[config.mk]
export PLATFORM = sky130hd
export DESIGN_NAME = fdc_stim_nco
export DESIGN_NICKNAME = d
export VERILOG_FILES = /design/src/rtl/fdc_stim_nco.sv
export SDC_FILE = /design/constraint.sdc
export NUM_CORES = 1
export LEC_CHECK = 0
export ABC_AREA = 1
export ABC_CLOCK_PERIOD_IN_PS = 3000
export BUFFER_PORTS_ARGS = -buffer_cell sky130_fd_sc_hd__buf_4
export CAP_MARGIN = 20
export CORE_ASPECT_RATIO = 1.2
export CORE_MARGIN = 10
export CORE_UTILIZATION = 50
export CTS_BUF_LIST = sky130_fd_sc_hd__clkbuf_4 sky130_fd_sc_hd__clkbuf_8
export DETAILED_ROUTE_END_ITERATION = 10
export HOLD_SLACK_MARGIN = 0.03
export PLACE_DENSITY = 0.7
export SYNTH_ARGS = -nofsm -noshare
export SYNTH_HDL_FRONTEND = slang
export SYNTH_SLANG_ARGS = --single-unit
[constraint.sdc]
create_clock -name clk -period 3 [get_ports clk]
set_input_delay 0.6 -clock clk [delete_from_list [all_inputs] [get_ports clk]]
set_output_delay 0.6 -clock clk [all_outputs]
set_load 0.05 [all_outputs]
[src/rtl/fdc_stim_nco.sv]
// Square-wave NCO stimulus for the FDC. It generates a VCO-like output and a 50% reference gate.
// Optional auto-sweep of the FCW at window edges is enabled by defining FDC_NCO_SWEEP_EN.
module fdc_stim_nco #(
  parameter int unsigned ACC_W   = 16,
  parameter int unsigned FCW_W   = 8,
  parameter int unsigned REF_DIV = 256
) (
  input  logic             clk,
  input  logic             rst_n,
  input  logic             run,
  input  logic [FCW_W-1:0] fcw_in,
  input  logic             fcw_valid,
  output logic             fcw_ready,
  input  logic             sweep_en,
  output logic             vco_out,
  output logic             ref_out,
  output logic             win_edge,
  output logic [FCW_W-1:0] fcw_cur
);

  localparam int unsigned CntW = (REF_DIV > 2) ? $clog2(REF_DIV) : 1;
  localparam logic [CntW-1:0] RefLast = CntW'(REF_DIV - 1);

  typedef enum logic [0:0] {StIdle, StRun} state_e;

  state_e           state_q;
  logic [ACC_W-1:0] acc_q;
  logic [CntW-1:0]  ref_cnt_q;
  logic             vco_q;
  logic             ref_q;
  logic             win_q;
  logic [FCW_W-1:0] fcw_cur_q;
  logic [FCW_W-1:0] fcw_cur_d;
  logic [FCW_W-1:0] pend_q;
  logic             pending_q;

  logic active;
  logic ref_wrap;
  logic win_hit;
  logic take;
  logic commit;

  assign active   = (state_q == StRun) && run;
  assign ref_wrap = (ref_cnt_q == RefLast);
  // The window edge is the wrap that drives ref_out from 0 to 1.
  assign win_hit  = active && ref_wrap && !ref_q;
  assign take     = fcw_valid && !pending_q;
  // In idle there is no window to protect, so a pending word is committed at once.
  assign commit   = pending_q && ((state_q == StIdle) || win_hit);

`ifdef FDC_NCO_SWEEP_EN
  always_comb begin
    fcw_cur_d = fcw_cur_q;
    if (commit) begin
      fcw_cur_d = pend_q;
    end else if (win_hit && sweep_en) begin
      // Zero is skipped so the sweep never parks the output at DC.
      fcw_cur_d = (fcw_cur_q == {FCW_W{1'b1}}) ? FCW_W'(1) : fcw_cur_q + FCW_W'(1);
    end
  end
`else
  logic unused_sweep_en;
  assign unused_sweep_en = sweep_en;

  always_comb begin
    fcw_cur_d = fcw_cur_q;
    if (commit) begin
      fcw_cur_d = pend_q;
    end
  end
`endif

  always_ff @(posedge clk or negedge rst_n) begin
    if (!rst_n) begin
      state_q   <= StIdle;
      acc_q     <= '0;
      ref_cnt_q <= '0;
      vco_q     <= 1'b0;
      ref_q     <= 1'b0;
      win_q     <= 1'b0;
      fcw_cur_q <= '0;
      pend_q    <= '0;
      pending_q <= 1'b0;
    end else begin
      fcw_cur_q <= fcw_cur_d;

      if (take) begin
        pend_q    <= fcw_in;
        pending_q <= 1'b1;
      end else if (commit) begin
        pending_q <= 1'b0;
      end

      unique case (state_q)
        StIdle: begin
          if (run) state_q <= StRun;
        end
        StRun: begin
          if (!run) state_q <= StIdle;
        end
        default: state_q <= StIdle;
      endcase

      if (active) begin
        acc_q     <= acc_q + ACC_W'(fcw_cur_q);
        vco_q     <= acc_q[ACC_W-1];
        ref_cnt_q <= ref_wrap ? '0 : ref_cnt_q + CntW'(1);
        if (ref_wrap) ref_q <= ~ref_q;
        win_q     <= win_hit;
      end else begin
        acc_q     <= '0;
        vco_q     <= 1'b0;
        ref_cnt_q <= '0;
        ref_q     <= 1'b0;
        win_q     <= 1'b0;
      end
    end
  end

  assign fcw_ready = !pending_q;
  assign vco_out   = vco_q;
  assign ref_out   = ref_q;
  assign win_edge  = win_q;
  assign fcw_cur   = fcw_cur_q;

endmodule

==> impl_results.md, run 1 <==
* Unrepaired setup endpoints after global routing: no
* Initial antenna violation count at 0
* Beginning of the worst register-to-register path: fcw_cur[0]
* Worst-case clock skew at 0.0102 ns
* Max incr delay on CP at 0.57 ns
* Cell area reported after detailed placement at approximately 2500 sq um
* Hold buffers post-CTS at 0
* # Max-Cap Violations at 0
* Cell breakdown of the critical path: inv_1 -> buf_4
* Largest net degree at the start of global routing at 46
* Number of buffers added on ports at 23
* Buffer levels on the longest clock path at 2
* Setup slack of the most critical reg-to-reg path at around 1.2 ns
* Clock sink total at 45
* Cell chosen for the clock root: sky130_fd_sc_hd__clkbuf_8
* Global router's overall resource usage at 0.125
* Number of nets at the end of the flow at approximately 320
* Flip-flop and latch area at 1130 sq um
* Clock latency reported for the late side of the worst-skew pair at roughly 0.29 ns
* Power Dens Cells at between 600 and 700 nW/um^2
* Clock buffers created by TritonCTS at 5
* Per-cell routed wire length at 12.0 um
* Final setup TNS at 0 ns
* IR Drop Worst-Case VDD at between 0.4 and 0.5 mV
* Share of flip-flops with an asynchronous set or reset at 1.00
* Synth top cells by count: 71 x sky130_fd_sc_hd__nand2_1, 45 x sky130_fd_sc_hd__dfrtp_1, 37 x sky130_fd_sc_hd__nor2_1
* Data required, critical path at between 2 and 2.5 ns
* Final setup vio count at 0
* Average via count per standard cell at approximately 5
* Post-cts resize count at 0
* Clock transition at the registers of the reported paths at ~0.09 ns
* Hpwl dp at ~3200 um
* Maximum fanout encountered on the critical timing path at 10
* Final design area excluding fillers at 2630 sq um
* Unique cell type count in the Yosys netlist at 22
* Signal arrival time at the worst endpoint at between 1 and 1.5 ns
* Area growth, synth to finish at 15.2%
* Sequential share of the synthesized area at 0.493
* Post-route fraction of the period consumed by the critical path at 0.604
* Multi-input combinational cell area at approximately 1000 sq um
* Count of flip-flops with a built-in enable after synthesis at 0
* Status: complete, no violations
* Number of design rule violations left after detail routing at 0
* Library cell occupying the most area in the post-synthesis netlist: sky130_fd_sc_hd__dfrtp_1
* Dominant cell by count in the synthesized netlist: sky130_fd_sc_hd__nand2_1
* Area fraction of the dominant cell type after synthesis at 0.493
* Die height at 94.0 um
* Synth Instances at 273
* Max-slew violation total from the final report at 0
* Max Fclk at 0.552 GHz
* Number of H-tree levels at 2
* Vias in the first global route at 1745
* I/O pin total at 25
* Number of failing hold endpoints at the final stage at 0
* Last weighted congestion value of the routability-driven placer at ~0.87
* Total congestion overflow after global routing at 0
* Worst R2R Path Depth at 9
* Synthesized Nets at slightly below 300
* Share of layout cells above drive strength 1 at 0.156
* Area enclosed by the die boundary at between 7000 and 8000 sq um
* R2R Path End: acc_q[12]
* Wire length of the first global-routing pass at 7640 um
* Number of buffers and inverters on the critical path at 2
* Area of the mapped netlist at 2280 sq um
* Leakage at roughly 1.4 nW
* Worst hold path type: input pin to asynchronous set/reset pin
* Critical path class: flop to output pin
* Overall via count from detail_route at 1745
* Syn. warnings at 0
* #FFs+latches synth at 45
* Delay-heaviest family, CP: flip-flops
* Kind of end point of the critical path: output pin
* CP max stage cell: sky130_fd_sc_hd__dfrtp_1
* Routed wire length at about 4300 um
* Post-route minimum period at around 1.8 ns
* Starting DRT DRC Count at between 80 and 90
* Worst Tran Pin Value at 0.565 ns
* Core region area at approximately 4300 sq um
* Starting utilization of the core area at 0.527
* Die boundary width at between 80 and 90 um
* Top cells by area in the synthesized netlist: sky130_fd_sc_hd__dfrtp_1 49%, sky130_fd_sc_hd__nand2_1 12%, sky130_fd_sc_hd__nor2_1 6.1%, sky130_fd_sc_hd__inv_1 5.9%, sky130_fd_sc_hd__ha_1 4.9%
* Clock tree from TritonCTS: done
* Number of antenna repair diodes at 0
* Iteration count of the initial detailed-routing pass at 4
* Commonest register cell after synthesis: sky130_fd_sc_hd__dfrtp_1
* Antenna viol nets, final at 0
* Average size of a mapped cell at between 8 and 9 sq um
* Row count at 26
* Relative slew slack at 0.624
* FILL cells at 385
* Buffers inserted by post-CTS timing repair at 0
* Worst Setup Start Kind: flop
## layer usage
layer,up-vias,GRT usage,part of all wire
li1,918,-,-
met1,799,0.144,0.46
met2,26,0.213,0.49
met3,2,0.0393,0.046
met4,0,0.0426,0.0079
met5,-,0,0
## layout by cell type, fill, tap and decap left out, drive strengths merged, types with 3 or more instances in the layout
cell type	instances
a21oi	15
buf	23
clkbuf	7
dfrtp	45
ha	9
inv	36
mux2	8
nand2	75
nand3	23
nand4	3
nor2	37
o21ai	10
xnor2	3
## worst max path at each step
stage                from   endpoint  slack [ns]  cells past startpoint
3_5_place_dp   fcw_cur[0]   acc_q[8]        1.25                     11
4_1_cts         pending_q  fcw_ready        1.16                      2
5_1_grt        fcw_cur[0]   acc_q[8]        1.08                     11
6_report        pending_q  fcw_ready        1.19                      2
3_3_place_gp   fcw_cur[0]   acc_q[8]        1.29                     11
2_1_floorplan  fcw_cur[0]  acc_q[12]        1.07                      9
## power by group
group / total [mW] / internal (mW) / switching (mW)
Sequential: 0.751 / 0.687 / 0.0633
Clock: 0.477 / 0.281 / 0.196
Combinational: 0.519 / 0.176 / 0.343
Total: 1.75 / 1.14 / 0.602
## worst reg2reg max path: stages, from the launching register on
cell and delay (ns):
sky130_fd_sc_hd__dfrtp_1 0.39, sky130_fd_sc_hd__ha_1 0.18, sky130_fd_sc_hd__inv_1 0.05, sky130_fd_sc_hd__fa_1 0.36, sky130_fd_sc_hd__inv_1 0.11, sky130_fd_sc_hd__nand3_1 0.08, sky130_fd_sc_hd__nand3_1 0.15, sky130_fd_sc_hd__nand4_1 0.13
sky130_fd_sc_hd__a21oi_1 0.16, sky130_fd_sc_hd__nor2_1 0.07
## registers in the layout (all words and copies together) (netlist names)
| name | count |
|---|---|
| pending_q | 1 |
| win_edge | 1 |
| vco_out | 1 |
| fcw_cur | 8 |
| ref_out | 1 |
| acc_q | 16 |
| ref_cnt_q | 8 |
| state_q | 1 |
| pend_q | 8 |
## area by class of cell
| class | instances | area share |
|---|---|---|
| Tap cell | 56 | 0.0266 |
| Inverter | 36 | 0.0514 |
| Clock inverter | 1 | 0.0114 |
| Clock buffer | 7 | 0.0343 |
| Sequential cell | 45 | 0.428 |
| Multi-Input combinational cell | 190 | 0.382 |
| Timing Repair Buffer | 23 | 0.0657 |
## metrics by stage
stage | instances | hold WS, ns | setup WS [ns] | power (mW) | utilization
floorplan | 273 | 0.304 | 1.07 | 1.13 | -
global placement | 350 | 0.445 | 1.29 | 1.27 | 0.580
detailed placement | 350 | 0.459 | 1.25 | 1.29 | 0.580
CTS | 358 | 0.313 | 1.16 | 1.77 | 0.608
global route | 358 | 0.330 | 1.08 | 1.85 | 0.608
finish | 358 | 0.297 | 1.19 | 1.75 | 0.608
## kinds of logic after synthesis
group / share of synthesized area
compound gates: 0.0548
xor+xnor: 0.0115
fa+ha+maj: 0.0581
buf+inv: 0.0658
flops: 0.493
mux: 0.0395
simple gates: 0.277
(Power assumes the default switching activity.)
==> inputs of run 2 (changes only) <==
--- a/config.mk
+++ b/config.mk
@@ -6,7 +6,7 @@
 export NUM_CORES = 1
 export LEC_CHECK = 0
 export ABC_AREA = 1
-export ABC_CLOCK_PERIOD_IN_PS = 3000
+export ABC_CLOCK_PERIOD_IN_PS = 1900
 export BUFFER_PORTS_ARGS = -buffer_cell sky130_fd_sc_hd__buf_4
 export CAP_MARGIN = 20
 export CORE_ASPECT_RATIO = 1.2
==> constraint.sdc (replaced) <==
create_clock -name clk -period 1.9 [get_ports clk]
set_input_delay 0.38 -clock clk [delete_from_list [all_inputs] [get_ports clk]]
set_output_delay 0.38 -clock clk [all_outputs]
set_load 0.05 [all_outputs]
==> impl_results.md, run 2 (synthesized netlist as in run 1, its figures left out) <==
* Core region area at 4330 sq um (unchanged)
* Internal at 1.64 mW (+43%)
* Last weighted congestion value of the routability-driven placer at 0.852 (-2.2%)
* Max Fclk at about 0.58 GHz
* Starting utilization of the core area at 0.527 (unchanged)
* FILL cells at 395 (+2.6%)
* Sequential Power Share at 0.455 (+0.025)
* Worst hold path type: input pin to asynchronous set/reset pin
* Overall via count from detail_route at 1754 (+0.52%)
* Critical path class: flop to flop
* Final setup TNS at 0 ns (unchanged)
* Row count at 26 (unchanged)
* Crit. path cell count at 9 (+7)
* Worst-case clock skew at 0.00476 ns (-0.00546 ns)
* Clock sink total at 45 (unchanged)
* Die height at 94.0 um (unchanged)
* Die boundary width at 81.7 um (unchanged)
* Routed wire length at 4240 um (-1.6%)
* Number of failing hold endpoints at the final stage at 0 (unchanged)
* Fraction of power consumed by the clock network at 0.223 (-0.050)
* Clock transition at the registers of the reported paths at 0.08 ns (about the same)
* Buffers inserted by post-CTS timing repair at 0 (unchanged)
* Hpwl dp at 3240 um (-0.27%)
* Power after layout at 2.59 mW (+48%)
* NetSw at 0.950 mW (+58%)
* Vias in the first global route at 1757 (+0.69%)
* Signal arrival time at the worst endpoint at 1.92 ns (+0.71 ns)
* Global router's overall resource usage at 0.126 (+0.000292)
* Final worst slack at 0.168 ns (-1.02 ns)
* Clock buffers created by TritonCTS at 5 (unchanged)
* Max incr delay on CP at 0.38 ns (-0.19 ns)
* # Max-Cap Violations at 0 (unchanged)
* Final setup vio count at 0 (unchanged)
* Hold buffers post-CTS at 0 (unchanged)
* Share of layout cells above drive strength 1 at 0.162 (+0.00609)
* R2R Path End: acc_q[12]
* Status: complete, no violations
* Leakage at 1.34 nW (-0.72%)
* Iteration count of the initial detailed-routing pass at 4 (unchanged)
* Data required, critical path at 2.09 ns (-0.31 ns)
* Starting DRT DRC Count at 74 (-9.8%)
* Max FFs per register at 16 (unchanged)
* Number of H-tree levels at 2 (unchanged)
* Number of buffers added on ports at 23 (unchanged)
* Clock tree from TritonCTS: done
* Number of nets at the end of the flow at 325 (+0.31%)
* IR Drop Worst-Case VDD at 0.636 mV (+47%)
* Setup slack of the most critical reg-to-reg path at 0.17 ns (-1.03 ns)
* Post-route fraction of the period consumed by the critical path at 0.912
* Max-slew violation total from the final report at 0 (unchanged)
* Wire length of the first global-routing pass at 7730 um (+1.2%)
* Beginning of the worst register-to-register path: fcw_cur[0]
* Delay-heaviest family, CP: adder cells
* Post-cts resize count at 0 (unchanged)
* Average via count per standard cell at 4.89 (+0.24%)
* Number of design rule violations left after detail routing at 0 (unchanged)
* Most frequent standard cell in the layout excluding fill and tap cells: sky130_fd_sc_hd__nand2_1
* Total congestion overflow after global routing at 0 (unchanged)
* Top library cells by usage in the layout, fill and taps aside: 71 x sky130_fd_sc_hd__nand2_1, 44 x sky130_fd_sc_hd__dfrtp_1, 37 x sky130_fd_sc_hd__nor2_1
* Per-cell routed wire length at 11.8 um (-1.8%)
* Pre-CTS setup slack at 0.178 ns (-1.07 ns)
* Area enclosed by the die boundary at 7680 sq um (unchanged)
* CP max stage cell: sky130_fd_sc_hd__dfrtp_2
* Buffer levels on the longest clock path at 2 (unchanged)
* Area growth, synth to finish at 14.1%
* Antenna viol nets, final at 0 (unchanged)
* Clock latency reported for the late side of the worst-skew pair at 0.29 ns (about the same)
* Worst Tran Pin Value at 0.555 ns (-0.00932 ns)
* Worst Setup Start Kind: flop
* Cell chosen for the clock root: sky130_fd_sc_hd__clkbuf_8
* Unrepaired setup endpoints after global routing: no
* Combinational group share of total power at 0.322 (+0.025)
* Worst R2R Path Depth at 9 (unchanged)
* I/O pin total at 25 (unchanged)
* Largest net degree at the start of global routing at 46 (unchanged)
* Register bank with the most flops: acc_q
* Post-route minimum period at about 1.7 ns
* Share of total power consumed by net switching at 0.367 (+0.0223)
* Maximum fanout encountered on the critical timing path at 4 (-6)
* Initial antenna violation count at 0 (unchanged)
* Cell breakdown of the critical path: ha_1 -> inv_1 -> fa_1 -> inv_1 -> nand3_1 -> nand3_1 -> nand4_1 -> a21oi_1 -> nor2_1
* Relative slew slack at 0.630 (+0.00621)
* Power Dens Cells at 993 nW/um^2 (+50%)
* Number of antenna repair diodes at 0 (unchanged)
* Kind of end point of the critical path: flop
* Number of buffers and inverters on the critical path at 2 (unchanged)
## run 2: layer usage
metal / track usage / part of all wire
met4: 0.0426 / 0.012
met3: 0.0393 / 0.046
met1: 0.150 / 0.46
met2: 0.207 / 0.48
met5: 0 / 0
## run 2: worst reg2reg max path, cell delays in order, from the launching register on
cell	delay, ns
sky130_fd_sc_hd__dfrtp_2	0.38
sky130_fd_sc_hd__ha_1	0.17
sky130_fd_sc_hd__inv_1	0.05
sky130_fd_sc_hd__fa_1	0.35
sky130_fd_sc_hd__inv_1	0.11
sky130_fd_sc_hd__nand3_1	0.08
sky130_fd_sc_hd__nand3_1	0.15
sky130_fd_sc_hd__nand4_1	0.14
sky130_fd_sc_hd__a21oi_1	0.16
sky130_fd_sc_hd__nor2_1	0.06
## run 2: final cells by class
class,count,area [sq um],area share
Clock buffer,6,76.3,0.0293
Clock inverter,2,10.0,0.00384
Inverter,36,135,0.0519
Multi-Input combinational cell,190,1010,0.386
Sequential cell,45,1130,0.433
Tap cell,56,70.1,0.0269
Timing Repair Buffer,24,180,0.0692
## run 2: worst max path at each step
| stage | start | endpoint |
|---|---|---|
| after global routing | fcw_cur[0] | acc_q[8] |
| after detailed placement | fcw_cur[0] | acc_q[12] |
| after CTS | fcw_cur[0] | acc_q[12] |
| after global placement | fcw_cur[0] | acc_q[8] |
| after floorplan | fcw_cur[1] | acc_q[12] |
| final | fcw_cur[0] | acc_q[12] |
## run 2: power groups by stage
stage / clock network (mW) / logic, mW / registers [mW]
6_report: 0.578 / 0.832 / 1.18
5_1_grt: 0.647 / 0.920 / 1.20
4_1_cts: 0.602 / 0.843 / 1.18
3_5_place_dp: 0 / 0.840 / 1.20
3_3_place_gp: 0 / 0.827 / 1.19
2_1_floorplan: 0 / 0.421 / 1.37
## run 2: per-stage QoR
stage	hold slack, ns	cells	instance area [sq um]	utilization
2_1_floorplan	0.0844	273	2280	-
5_1_grt	0.114	359	2610	0.602
3_3_place_gp	0.422	351	2520	0.582
4_1_cts	0.0984	359	2610	0.602
6_report	0.0671	359	2610	0.602
3_5_place_dp	0.423	351	2520	0.582
==> inputs of run 3 (changes only) <==
--- a/config.mk
+++ b/config.mk
@@ -16,6 +16,8 @@
 export DETAILED_ROUTE_END_ITERATION = 10
 export HOLD_SLACK_MARGIN = 0.03
 export PLACE_DENSITY = 0.7
+export REMOVE_ABC_BUFFERS = 1
+export SKIP_CTS_REPAIR_TIMING = 1
 export SYNTH_ARGS = -nofsm -noshare
 export SYNTH_HDL_FRONTEND = slang
 export SYNTH_SLANG_ARGS = --single-unit
==> impl_results.md, run 3 (synthesized netlist as in run 1, its figures left out) <==
* Wire length of the first global-routing pass at 7670 um (-0.72%)
* Clock sink total at 45 (unchanged)
* Post-route minimum period at 1.69 ns (-0.0386 ns)
* Post-route fraction of the period consumed by the critical path at 0.891 (-0.0203)
* Max incr delay on CP at 0.37 ns (about the same)
* Cell area reported after detailed placement at 2510 sq um (-0.35%)
* Buffer levels on the longest clock path at 2 (unchanged)
* Pre-CTS setup slack at 0.134 ns (-0.0435 ns)
* Critical path's most frequent cell: sky130_fd_sc_hd__nand3_1
* Number of buffers added on ports at 23 (unchanged)
* Register bank with the most flops: acc_q
* Last weighted congestion value of the routability-driven placer at 0.820 (-3.7%)
* Core region area at 4330 sq um (unchanged)
* Average via count per standard cell at 4.96 (+1.5%)
* Maximum fanout encountered on the critical timing path at 4 (unchanged)
* Clock tree from TritonCTS: done
* Worst Tran Pin Value at 0.546 ns (-0.00989 ns)
* Most frequent standard cell in the layout excluding fill and tap cells: sky130_fd_sc_hd__nand2_1
* FILL cells at 371 (-6.1%)
* Kind of end point of the critical path: flop
* Row count at 26 (unchanged)
* Number of H-tree levels at 2 (unchanged)
* Cell chosen for the clock root: sky130_fd_sc_hd__clkbuf_8
* Antenna viol nets, final at 0 (unchanged)
* Global router's overall resource usage at 0.124 (-0.00124)
* Max FFs per register at 16 (unchanged)
* Unrepaired setup endpoints after global routing: no
* I/O pin total at 25 (unchanged)
* Area growth, synth to finish at 15.6%
* Vias in the first global route at 1773 (+0.91%)
* Largest net degree at the start of global routing at 46 (unchanged)
* Number of failing hold endpoints at the final stage at 0 (unchanged)
* Routed wire length at 4370 um (+3.0%)
* Die height at 94.0 um (unchanged)
* Power Dens Cells at 1050 nW/um^2 (+5.4%)
* Starting DRT DRC Count at 122 (+65%)
* Leakage at 1.36 nW (+1.4%)
* Initial antenna violation count at 0 (unchanged)
* Hpwl dp at 3220 um (-0.47%)
* Top library cells by usage in the layout, fill and taps aside: 71 x sky130_fd_sc_hd__nand2_1, 45 x sky130_fd_sc_hd__dfrtp_1, 37 x sky130_fd_sc_hd__nor2_1
* Critical path class: flop to flop
* Clock latency reported for the late side of the worst-skew pair at 0.30 ns (about the same)
* Area enclosed by the die boundary at 7680 sq um (unchanged)
* Max Fclk at 0.591 GHz (+2.3%)
* Data required, critical path at 2.10 ns (about the same)
* Number of design rule violations left after detail routing at 0 (unchanged)
* Relative slew slack at 0.636 (+0.00659)
* Die boundary width at 81.7 um (unchanged)
* Clock transition at the registers of the reported paths at 0.09 ns (about the same)
* Worst hold path type: input pin to asynchronous set/reset pin
* Iteration count of the initial detailed-routing pass at 4 (unchanged)
* Final worst slack at 0.207 ns (+0.0386 ns)
* Starting utilization of the core area at 0.527 (unchanged)
* Number of nets at the end of the flow at 325 (unchanged)
* Signal arrival time at the worst endpoint at 1.89 ns (-0.03 ns)
* Final design area excluding fillers at 2640 sq um (+1.2%)
* CP max stage cell: sky130_fd_sc_hd__dfrtp_1
* Cell breakdown of the critical path: ha_1 -> inv_1 -> fa_1 -> inv_1 -> nand3_1 -> nand3_2 -> nand3_1 -> nand3_1 -> nand2_1 -> nand2_1 -> nor2_1
* Total congestion overflow after global routing at 0 (unchanged)
* # Max-Cap Violations at 0 (unchanged)
* Final setup vio count at 0 (unchanged)
* IR Drop Worst-Case VDD at 0.700 mV (+10%)
* Status: complete, no violations
* Per-cell routed wire length at 12.2 um (+3.0%)
* Worst Setup Start Kind: flop
* Share of layout cells above drive strength 1 at 0.162 (unchanged)
* Final setup TNS at 0 ns (unchanged)
* Max-slew violation total from the final report at 0 (unchanged)
* Clock buffers created by TritonCTS at 5 (unchanged)
* Overall via count from detail_route at 1781 (+1.5%)
* Number of antenna repair diodes at 0 (unchanged)
* Worst-case clock skew at 0.00546 ns (+0.000702 ns)
[run 3: cell types whose count changed in the layout (fill, tap and decap cells not counted), sizes merged]
cell	change
bufinv	+1
clkinv	-1
[run 3: cell type report]
class | instances | area [sq um] | share of cell area
clock buffer | 6 | 76.3 | 0.0289
clock inverter | 2 | 38.8 | 0.0147
inverter | 36 | 135 | 0.0512
multi-input combinational | 190 | 1010 | 0.383
sequential | 45 | 1130 | 0.427
tap | 56 | 70.1 | 0.0266
timing repair buffer | 24 | 180 | 0.0683
[run 3: power by group]
| group | internal, mW | leakage (nW) | switching [mW] | total [mW] |
|---|---|---|---|---|
| Clock | 0.409 | 0.0588 | 0.335 | 0.744 |
| Sequential | 1.09 | 0.589 | 0.100 | 1.19 |
| Combinational | 0.286 | 0.715 | 0.544 | 0.830 |
| Total | 1.78 | 1.36 | 0.979 | 2.76 |
[run 3: per-stage QoR]
stage          total power [mW]  instances   util  hold WS (ns)
2_1_floorplan              1.78        271      -        0.0844
3_3_place_gp               2.01        350  0.580         0.417
3_5_place_dp               2.03        350  0.580         0.415
4_1_cts                    2.78        358  0.607        0.0816
5_1_grt                    2.94        359  0.610         0.107
6_report                   2.76        359  0.610        0.0654
[run 3: metal layers]
metal,vias up,wire (um),track usage
li1,919,-,-
met1,829,1990,0.144
met2,27,2160,0.214
met3,6,147,0.0335
met4,0,65,0.0426
met5,-,0,0
[run 3: worst paths after layout]
| kind | start | to | slack (ns) | depth (start not counted) |
|---|---|---|---|---|
| worst min-delay path | rst_n | acc_q[1] | 0.07 | 1 |
| worst min register to register | ref_cnt_q[0] | ref_cnt_q[0] | 0.47 | 1 |
| worst max register to register | fcw_cur[0] | acc_q[8] | 0.21 | 11 |
| max in group asynchronous | rst_n | pending_q | 1.47 | 1 |
| worst max-delay path | fcw_cur[0] | acc_q[8] | 0.21 | 11 |
| min in group clk | run | state_q | 0.20 | 1 |
[run 3: worst max-delay path, delay by kind of cell, from the launching register on]
family	cells	cell delay, ns
and+or+nand+nor	7	0.55
DFF	1	0.37
buffers and inverters	2	0.18
adders and majority gates	2	0.52
